==> src/rtl/branch_table_loader.sv <==
// -----------------------------------------------------------------------------
// branch_table_loader
//
// Write sequencer for the per-thread Branch Origin (BO), Destination (BD) and
// Condition (BC) memories. It merges two write sources onto one registered
// memory write port:
//   - ALU memory-mapped writes, which always win arbitration;
//   - a small FIFO of configuration entries (boot loader / debug). Each entry
//     writes all of its enabled memories in the same cycle, so a branch check
//     never sees a partially updated entry.
//
// Ports:
//   clock, reset_n          system clock, asynchronous active-low reset
//   cfg_valid / cfg_ready   config entry handshake (ready = FIFO not full)
//   cfg_thread, cfg_mask    target thread and write enables {BC,BD,BO}
//   cfg_origin/_destination/_condition   config entry payload
//   cfg_flush               synchronous discard of all buffered entries
//   ALU_wren_BO/BD/BC       ALU write requests
//   ALU_write_addr, ALU_write_data_BO/BD/BC   ALU write address and data
//   read_thread             thread currently read by the branch check
//   wren_BO/BD/BC           registered memory write enables
//   write_addr              registered memory write address
//   write_data_BO/BD/BC     registered memory write data
//   pending                 FIFO occupancy
//   stall_count             saturating count of cycles the FIFO head was blocked
// -----------------------------------------------------------------------------
module branch_table_loader #(
    parameter int D_OPERAND_WIDTH        = 10,
    parameter int THREAD_ADDR_WIDTH      = 3,
    parameter int ORIGIN_WORD_WIDTH      = 10,
    parameter int DESTINATION_WORD_WIDTH = 10,
    parameter int CONDITION_WORD_WIDTH   = 3,
    parameter int FIFO_DEPTH             = 4,
    parameter int FIFO_ADDR_WIDTH        = 2,
    parameter int STALL_COUNT_WIDTH      = 8
) (
    input  logic                              clock,
    input  logic                              reset_n,

    input  logic                              cfg_valid,
    output logic                              cfg_ready,
    input  logic [THREAD_ADDR_WIDTH-1:0]      cfg_thread,
    input  logic [2:0]                        cfg_mask,
    input  logic [ORIGIN_WORD_WIDTH-1:0]      cfg_origin,
    input  logic [DESTINATION_WORD_WIDTH-1:0] cfg_destination,
    input  logic [CONDITION_WORD_WIDTH-1:0]   cfg_condition,
    input  logic                              cfg_flush,

    input  logic                              ALU_wren_BO,
    input  logic                              ALU_wren_BD,
    input  logic                              ALU_wren_BC,
    input  logic [D_OPERAND_WIDTH-1:0]        ALU_write_addr,
    input  logic [ORIGIN_WORD_WIDTH-1:0]      ALU_write_data_BO,
    input  logic [DESTINATION_WORD_WIDTH-1:0] ALU_write_data_BD,
    input  logic [CONDITION_WORD_WIDTH-1:0]   ALU_write_data_BC,

    input  logic [THREAD_ADDR_WIDTH-1:0]      read_thread,

    output logic                              wren_BO,
    output logic                              wren_BD,
    output logic                              wren_BC,
    output logic [D_OPERAND_WIDTH-1:0]        write_addr,
    output logic [ORIGIN_WORD_WIDTH-1:0]      write_data_BO,
    output logic [DESTINATION_WORD_WIDTH-1:0] write_data_BD,
    output logic [CONDITION_WORD_WIDTH-1:0]   write_data_BC,

    output logic [FIFO_ADDR_WIDTH:0]          pending,
    output logic [STALL_COUNT_WIDTH-1:0]      stall_count
);

    localparam logic [FIFO_ADDR_WIDTH:0] FULL_COUNT = (FIFO_ADDR_WIDTH+1)'(FIFO_DEPTH);

    // FIFO storage: payload only, no reset needed since occupancy guards reads
    logic [THREAD_ADDR_WIDTH-1:0]      thr_mem  [FIFO_DEPTH];
    logic [2:0]                        mask_mem [FIFO_DEPTH];
    logic [ORIGIN_WORD_WIDTH-1:0]      org_mem  [FIFO_DEPTH];
    logic [DESTINATION_WORD_WIDTH-1:0] dst_mem  [FIFO_DEPTH];
    logic [CONDITION_WORD_WIDTH-1:0]   cnd_mem  [FIFO_DEPTH];

    logic [FIFO_ADDR_WIDTH-1:0]        rd_ptr_q, rd_ptr_d;
    logic [FIFO_ADDR_WIDTH-1:0]        wr_ptr_q, wr_ptr_d;
    logic [FIFO_ADDR_WIDTH:0]          count_q, count_d;
    logic [STALL_COUNT_WIDTH-1:0]      stall_q, stall_d;

    logic [2:0]                        wren_q, wren_d;
    logic [D_OPERAND_WIDTH-1:0]        addr_q, addr_d;
    logic [ORIGIN_WORD_WIDTH-1:0]      dbo_q, dbo_d;
    logic [DESTINATION_WORD_WIDTH-1:0] dbd_q, dbd_d;
    logic [CONDITION_WORD_WIDTH-1:0]   dbc_q, dbc_d;

    logic                              alu_hit;
    logic                              non_empty;
    logic                              head_ok;
    logic                              enq;
    logic                              deq;
    logic [THREAD_ADDR_WIDTH-1:0]      head_thr;

    // Ready depends only on registered occupancy, so a same-cycle dequeue
    // from a full FIFO does not open the port until the next cycle.
    assign cfg_ready = (count_q != FULL_COUNT);

    assign alu_hit   = ALU_wren_BO | ALU_wren_BD | ALU_wren_BC;
    assign non_empty = (count_q != '0);
    assign head_thr  = thr_mem[rd_ptr_q];

    // The head is held back while its thread is being read so the branch
    // check never observes a half-written entry.
    assign head_ok   = non_empty & ~alu_hit & (head_thr != read_thread);

    // Flush wins over both enqueue and dequeue.
    assign enq = cfg_valid & cfg_ready & ~cfg_flush;
    assign deq = head_ok & ~cfg_flush;

    always_comb begin
        rd_ptr_d = rd_ptr_q;
        wr_ptr_d = wr_ptr_q;
        count_d  = count_q;
        stall_d  = stall_q;
        wren_d   = 3'b000;
        addr_d   = addr_q;
        dbo_d    = dbo_q;
        dbd_d    = dbd_q;
        dbc_d    = dbc_q;

        if (alu_hit) begin
            wren_d = {ALU_wren_BC, ALU_wren_BD, ALU_wren_BO};
            addr_d = ALU_write_addr;
            dbo_d  = ALU_write_data_BO;
            dbd_d  = ALU_write_data_BD;
            dbc_d  = ALU_write_data_BC;
        end else if (deq) begin
            // A zero mask still dequeues; it simply produces no write.
            wren_d = mask_mem[rd_ptr_q];
            addr_d = {{(D_OPERAND_WIDTH-THREAD_ADDR_WIDTH){1'b0}}, head_thr};
            dbo_d  = org_mem[rd_ptr_q];
            dbd_d  = dst_mem[rd_ptr_q];
            dbc_d  = cnd_mem[rd_ptr_q];
        end

        if (non_empty && !head_ok && (stall_q != '1)) begin
            stall_d = stall_q + 1'b1;
        end

        if (cfg_flush) begin
            rd_ptr_d = '0;
            wr_ptr_d = '0;
            count_d  = '0;
        end else begin
            if (enq) wr_ptr_d = wr_ptr_q + 1'b1;
            if (deq) rd_ptr_d = rd_ptr_q + 1'b1;
            case ({enq, deq})
                2'b10:   count_d = count_q + 1'b1;
                2'b01:   count_d = count_q - 1'b1;
                default: count_d = count_q;
            endcase
        end
    end

    always_ff @(posedge clock or negedge reset_n) begin
        if (!reset_n) begin
            rd_ptr_q <= '0;
            wr_ptr_q <= '0;
            count_q  <= '0;
            stall_q  <= '0;
            wren_q   <= '0;
            addr_q   <= '0;
            dbo_q    <= '0;
            dbd_q    <= '0;
            dbc_q    <= '0;
        end else begin
            rd_ptr_q <= rd_ptr_d;
            wr_ptr_q <= wr_ptr_d;
            count_q  <= count_d;
            stall_q  <= stall_d;
            wren_q   <= wren_d;
            addr_q   <= addr_d;
            dbo_q    <= dbo_d;
            dbd_q    <= dbd_d;
            dbc_q    <= dbc_d;
        end
    end

    always_ff @(posedge clock) begin
        if (enq) begin
            thr_mem[wr_ptr_q]  <= cfg_thread;
            mask_mem[wr_ptr_q] <= cfg_mask;
            org_mem[wr_ptr_q]  <= cfg_origin;
            dst_mem[wr_ptr_q]  <= cfg_destination;
            cnd_mem[wr_ptr_q]  <= cfg_condition;
        end
    end

    assign wren_BO       = wren_q[0];
    assign wren_BD       = wren_q[1];
    assign wren_BC       = wren_q[2];
    assign write_addr    = addr_q;
    assign write_data_BO = dbo_q;
    assign write_data_BD = dbd_q;
    assign write_data_BC = dbc_q;
    assign pending       = count_q;
    assign stall_count   = stall_q;

endmodule
==> config.mk <==
export PLATFORM = sky130hd
export DESIGN_NAME = branch_table_loader
export DESIGN_NICKNAME = d
export VERILOG_FILES = /design/src/rtl/branch_table_loader.sv
export SDC_FILE = /design/constraint.sdc
export NUM_CORES = 1
export LEC_CHECK = 0
export CAP_MARGIN = 15
export CORE_MARGIN = 10
export CORE_UTILIZATION = 47
export CTS_CLUSTER_SIZE = 20
export DETAILED_ROUTE_END_ITERATION = 10
export GPL_TIMING_DRIVEN = 0
export HOLD_SLACK_MARGIN = 0.12
export PLACE_DENSITY_LB_ADDON = 0.3
export RECOVER_POWER = 100
export SYNTH_ARGS = -nofsm -noshare
export SYNTH_HDL_FRONTEND = slang
export SYNTH_SLANG_ARGS = --single-unit
==> constraint.sdc <==
create_clock -name clock -period 2.46 [get_ports clock]
set_input_delay 0.369 -clock clock [delete_from_list [all_inputs] [get_ports clock]]
set_output_delay 0.369 -clock clock [all_outputs]
set_load 0.01 [all_outputs]
## Word level (Yosys, flattened, before mapping)

Memories as Yosys holds them, arrays and structs flattened.
Index checks and enable logic that the tools add are counted.

- Add/sub/neg operators: 5
- Equal/unequal tests: 5
- Muxes and demuxes: 18
- Bitwise operators: 9
- Reduce and logical (&&, ||, !) cells: 8

Operator list:

| cell | number |
|---|---|
| two-way mux 10 bit | 6 |
| two-way mux 3 bit | 5 |
| adder 8 x 1 -> 8 bit (second input constant) | 1 |
| two-way mux 2 bit | 4 |
| inequality test 8 bit (second input constant) | 1 |
| case mux 3 bit (2 select lines) | 1 |
| nonzero test 2 bit | 3 |
| nonzero test 3 bit | 2 |
| bitwise AND 1 bit | 5 |
| adder 2 x 1 -> 2 bit (second input constant) | 2 |
| adder 3 x 1 -> 3 bit (second input constant) | 1 |
| inequality test 3 bit | 1 |
| inequality test 3 bit (second input constant) | 1 |
| subtractor 3 x 1 -> 3 bit (second input constant) | 1 |
| equality test 2 x 1 -> 1 bit (second input constant) | 1 |
| equality test 2 bit (second input constant) | 1 |
| logical AND 1 bit | 2 |
| two-way mux 1 bit | 2 |
| inverter 1 bit | 2 |
| bitwise OR 1 bit | 2 |
| logical NOT 1 bit | 1 |

- Flip-flop bits (word level): 51
- RAM bits: 116
- Memories: 5

Memory list:

| memory | words | bits a word | rd ports | clocked after memory_dff | write ports | RTL line | RTL |
|---|---|---|---|---|---|---|---|
| dst_mem | 4 | 10 | 1 | 0 | 1 | 77 | `logic [DESTINATION_WORD_WIDTH-1:0] dst_mem [FIFO_DEPTH];` |
| org_mem | 4 | 10 | 1 | 0 | 1 | 76 | `logic [ORIGIN_WORD_WIDTH-1:0] org_mem [FIFO_DEPTH];` |
| cnd_mem | 4 | 3 | 1 | 0 | 1 | 78 | `logic [CONDITION_WORD_WIDTH-1:0] cnd_mem [FIFO_DEPTH];` |
| mask_mem | 4 | 3 | 1 | 0 | 1 | 75 | `logic [2:0] mask_mem [FIFO_DEPTH];` |
| thr_mem | 4 | 3 | 1 | 0 | 1 | 74 | `logic [THREAD_ADDR_WIDTH-1:0] thr_mem [FIFO_DEPTH];` |

## Logic depth before layout (Yosys ltp)

- Word-level depth: 9
- Depth in mapped cells: 11

## Least setup slack after synthesis

OpenSTA, ideal clock, no wires.

- Path kind: flip-flop to flip-flop
- Start: register rd_ptr_q[0]
- End: register count_q[2] (netlist: pending[2])
- Data arrival time: 2.568 ns
- Slack: -0.233 ns
- Stages on the path, launching flop included: 12
- Path buffers: 2
- Clock period less this slack: 2.693 ns
- Cells stage by stage: dfrtp_1 buf_4 mux4_2 xnor2_2 nand3_2 buf_2 nand2_1 nor2_1 fa_1 and2_1 mux2i_1 mux2_2

- Cells in the longest elaborated chain, start to end: 7

RTL lines:

| what | RTL line | RTL |
|---|---|---|
| from (decl) | 80 | `logic [FIFO_ADDR_WIDTH-1:0] rd_ptr_q, rd_ptr_d;` |
| from (signal assigned) | 171 | `rd_ptr_q <= rd_ptr_d;` |
| memory (4 x 3 bit) (*) | - |  |
| inequality test 3 bit (*) | 108 | `assign head_ok = non_empty & ~alu_hit & (head_thr != read_thread);` |
| bitwise AND 1 bit (*) | 108 |  |
| bitwise AND 1 bit (*) | 112 | `assign deq = head_ok & ~cfg_flush;` |
| equality test 2 x 1 -> 1 bit / equality test 2 bit (equally long branches) | 151 | `case ({enq, deq})` |
| case mux 3 bit (2 select lines) | 151 |  |
| two-way mux 3 bit | 144 | `if (cfg_flush) begin` |
| to (signal assigned) | 173 | `count_q <= count_d;` |
| to (decl) | 82 | `logic [FIFO_ADDR_WIDTH:0] count_q, count_d;` |

Mark *: on every way between the ends. The rest lies on a longest branch, timed or not.
A chain may end at the register's enable or synchronous reset.

## Final worst setup path

Same ends and word-level chain as after synthesis.

==> results.md <==
- Clk_lat worst skew: between 400 and 500 ps
- CP Launch Type: flop
- Core footprint: between 0.01 and 0.015 mm^2
- VDD IR max: ~0.47 mV
- Synth unique cells: 37
- Clock skew: 6.79 ps
- Status: complete, but fails checks
- DRT Pass-1 Iters: 4
- Post-Syn Area: about 0.0068 mm^2
- Synth Flop Type: edfxtp_1
- Initial antenna violation count: 1
- Root Buffer: clkbuf_16
- Final wirelength: approximately 15000 um
- Cell area after layout: between 0.009 and 0.01 mm^2
- Crit share post-route: 1.11
- WHS Endpoint: wr_ptr_q[0]
- Worst hold path type: in2reg
- Final setup TNS: -7610 ps
- Global Route Usage Sum: 0.154
- Worst-path clk slew: roughly 60 ps
- Routed wire per std cell: 20.2 um
- Starting DRT DRC Count: 266
- Ports: 120
- R2R Path Start: rd_ptr_q[0]
- Fmax: 367 MHz
- WHS Path Cells: 2
- Count of standard-cell rows: 43
- Total CTS buffers: 17
- Worst Setup End Kind: flop
- Syn_area_per_cell: around 17 um^2
- RePlAce Congestion: approximately 0.76
- Worst Hold Launch: cfg_flush
- First-pass GRT wire length: around 23000 um
- DIE AREA: just under 0.02 mm^2
- Failing checks: negative setup slack
- IO Port Bufs: 118
- Layout cells sized above 1: 0.209
- Rel. slew slack: 0.264
- Min Clock Period, post-route: roughly 2700 ps
- Largest net degree at the start of global routing: 31
- RR Endpoint: pending[2]
- Synth Instances: slightly above 400
- Setup CP Type: reg2reg
- Multi-input gate area: 0.00199 mm^2
- Fillers: between 1k and 1.5k
- Drt drc: 0
- Most frequent cells in the layout: edfxtp_1, nand2_1, dlygate4sd3_1
- H-tree depth: 4
- Via-to-Cell Ratio: 5.22
- Reg2Reg Depth: 11
- #FFs+latches synth: about 170
- Post-synth EDFFs: 116
- Syn-to-layout area delta: 33.6%
- Vias: ~4k
- WP data required: between 2000 and 3000 ps
- Number of global-route vias before repair: between 4k and 5k
- Reg area: approximately 0.0048 mm^2
- RSZ-0062 raised after global routing: yes
- Die span in y: approximately 140 um
- Leakage power: about 3.4 nW
- Worst slack, placed: -956 ps
- Worst reg-to-reg setup slack: -270 ps
- Final hold vios: 0
- DP Area: 0.00820 mm^2
- Post-DP HPWL: between 10000 and 15000 um
- Max clock buf depth: 2
- Critical Path AT: approximately 3000 ps
- Peak fanout along the critical path: 4
- Post-synthesis sequential area ratio: 0.703
- Ys Warns: 0
- CTS tree: yes
- Most common cell after layout, fill and taps aside: edfxtp_1
- Clk sinks: 167
- Total gr overflow: 0
- Post-route ant nets: 0
- Initial core utilization: 0.484
- Slew @ Worst Pin: roughly 1100 ps
- Pwr dens: 764 mW/mm^2
- Synth async-reset ratio: 0.305
- Setup slack after layout: -268 ps
- Die X: 140 um
- Overall power: about 6.9 mW
- Layout net count: between 600 and 700
- Syn_nets: approximately 480
- Setup-failing EPs final: roughly 150
- Number of max-cap violations: 0
- Count of pins over their slew limit: 0
cell type report:
class	count	area share
diodes	1	0.000277
plain buffers	19	0.0156
clock buffers	17	0.0471
clock inverters	15	0.0170
inverters	5	0.00208
multi-input cells	215	0.220
flip-flops and latches	167	0.527
well taps	180	0.0249
repair buffers	131	0.146
cell usage after synthesis, drive strengths merged, types with 7 or more instances:
master / n / area, um^2
edfxtp: 116 / 3480
nand2: 87 / 327
dfrtp: 51 / 1280
mux2: 29 / 327
mux4: 29 / 653
buf: 10 / 66.3
nor2: 10 / 37.5
clkbuf: 9 / 33.8
a22o: 7 / 61.3
xnor2: 7 / 83.8
xor2: 7 / 61.3
logic make-up (layout without fill, tap and decap cells):
family                     Yosys count  after routing  share of synthesized area
AOI/OAI and AO/OA                   22             22                     0.0287
DFF                                167            167                      0.703
xor gates and xnor gates            14             14                     0.0214
and+or+nand+nor                    112            112                     0.0677
muxes                               61             61                      0.149
other                                0              1                          0
buffers and inverters               24            187                     0.0176
adders and majority gates            6              6                     0.0122
stage by stage:
step | util | hold WS, ps | cells
2_1_floorplan | - | 73.4 | 406
3_3_place_gp | 0.585 | 472 | 704
3_5_place_dp | 0.586 | 366 | 705
4_1_cts | 0.636 | 331 | 744
5_1_grt | 0.646 | 377 | 750
6_report | 0.646 | 343 | 750
sequential cells by signal (all words and copies together), names as in the netlist, 10 cells and up:
| name | flops |
|---|---|
| dst_mem | 40 |
| org_mem | 40 |
| cnd_mem | 12 |
| mask_mem | 12 |
| thr_mem | 12 |
| write_addr | 10 |
| write_data_BD | 10 |
| write_data_BO | 10 |
where the power goes:
part	switching [mW]	internal, mW	total (mW)
Sequential	0.130	3.21	3.34
Combinational	0.443	0.540	0.983
Clock	1.08	1.50	2.58
Total	1.65	5.25	6.90
worst max path at each step:
stage,slack [ps],start,to,depth (start not counted)
finish,-270,rd_ptr_q[0],pending[2],11
global route,-400,rd_ptr_q[0],pending[2],11
detailed placement,-960,ALU_wren_BO,pending[2],10
floorplan,-190,rd_ptr_q[0],pending[2],11
global placement,-890,ALU_wren_BO,pending[2],10
CTS,-290,rd_ptr_q[0],pending[2],11
worst max-delay path: stages (launching register included):
cell and delay (ps):
dfrtp_1 340, buf_6 120, mux4_2 540, xnor2_2 240, nand3_2 140, buf_6 150, nand2_4 50, nor2_4 30
fa_2 360, and2_4 140, mux2i_1 150, mux2_2 350
routing by layer:
layer	wire, um	vias to the layer above	GRT usage	part of all wire
met5	0	-	0	0
met4	143	0	0.0582	0.0094
met3	703	9	0.0426	0.046
met2	8110	93	0.262	0.53
met1	6210	1993	0.183	0.41
li1	-	1819	-	-
what timing repair did:
action	CTS	global route
gates cloned	0	2
hold endpoints to repair	21	0
endpoints found under the setup margin	26	145
pin swaps	5	7
gates resized for setup	17	18
hold buffers	1	0
buffers inserted	6	3
(Power assumes the default switching activity.)
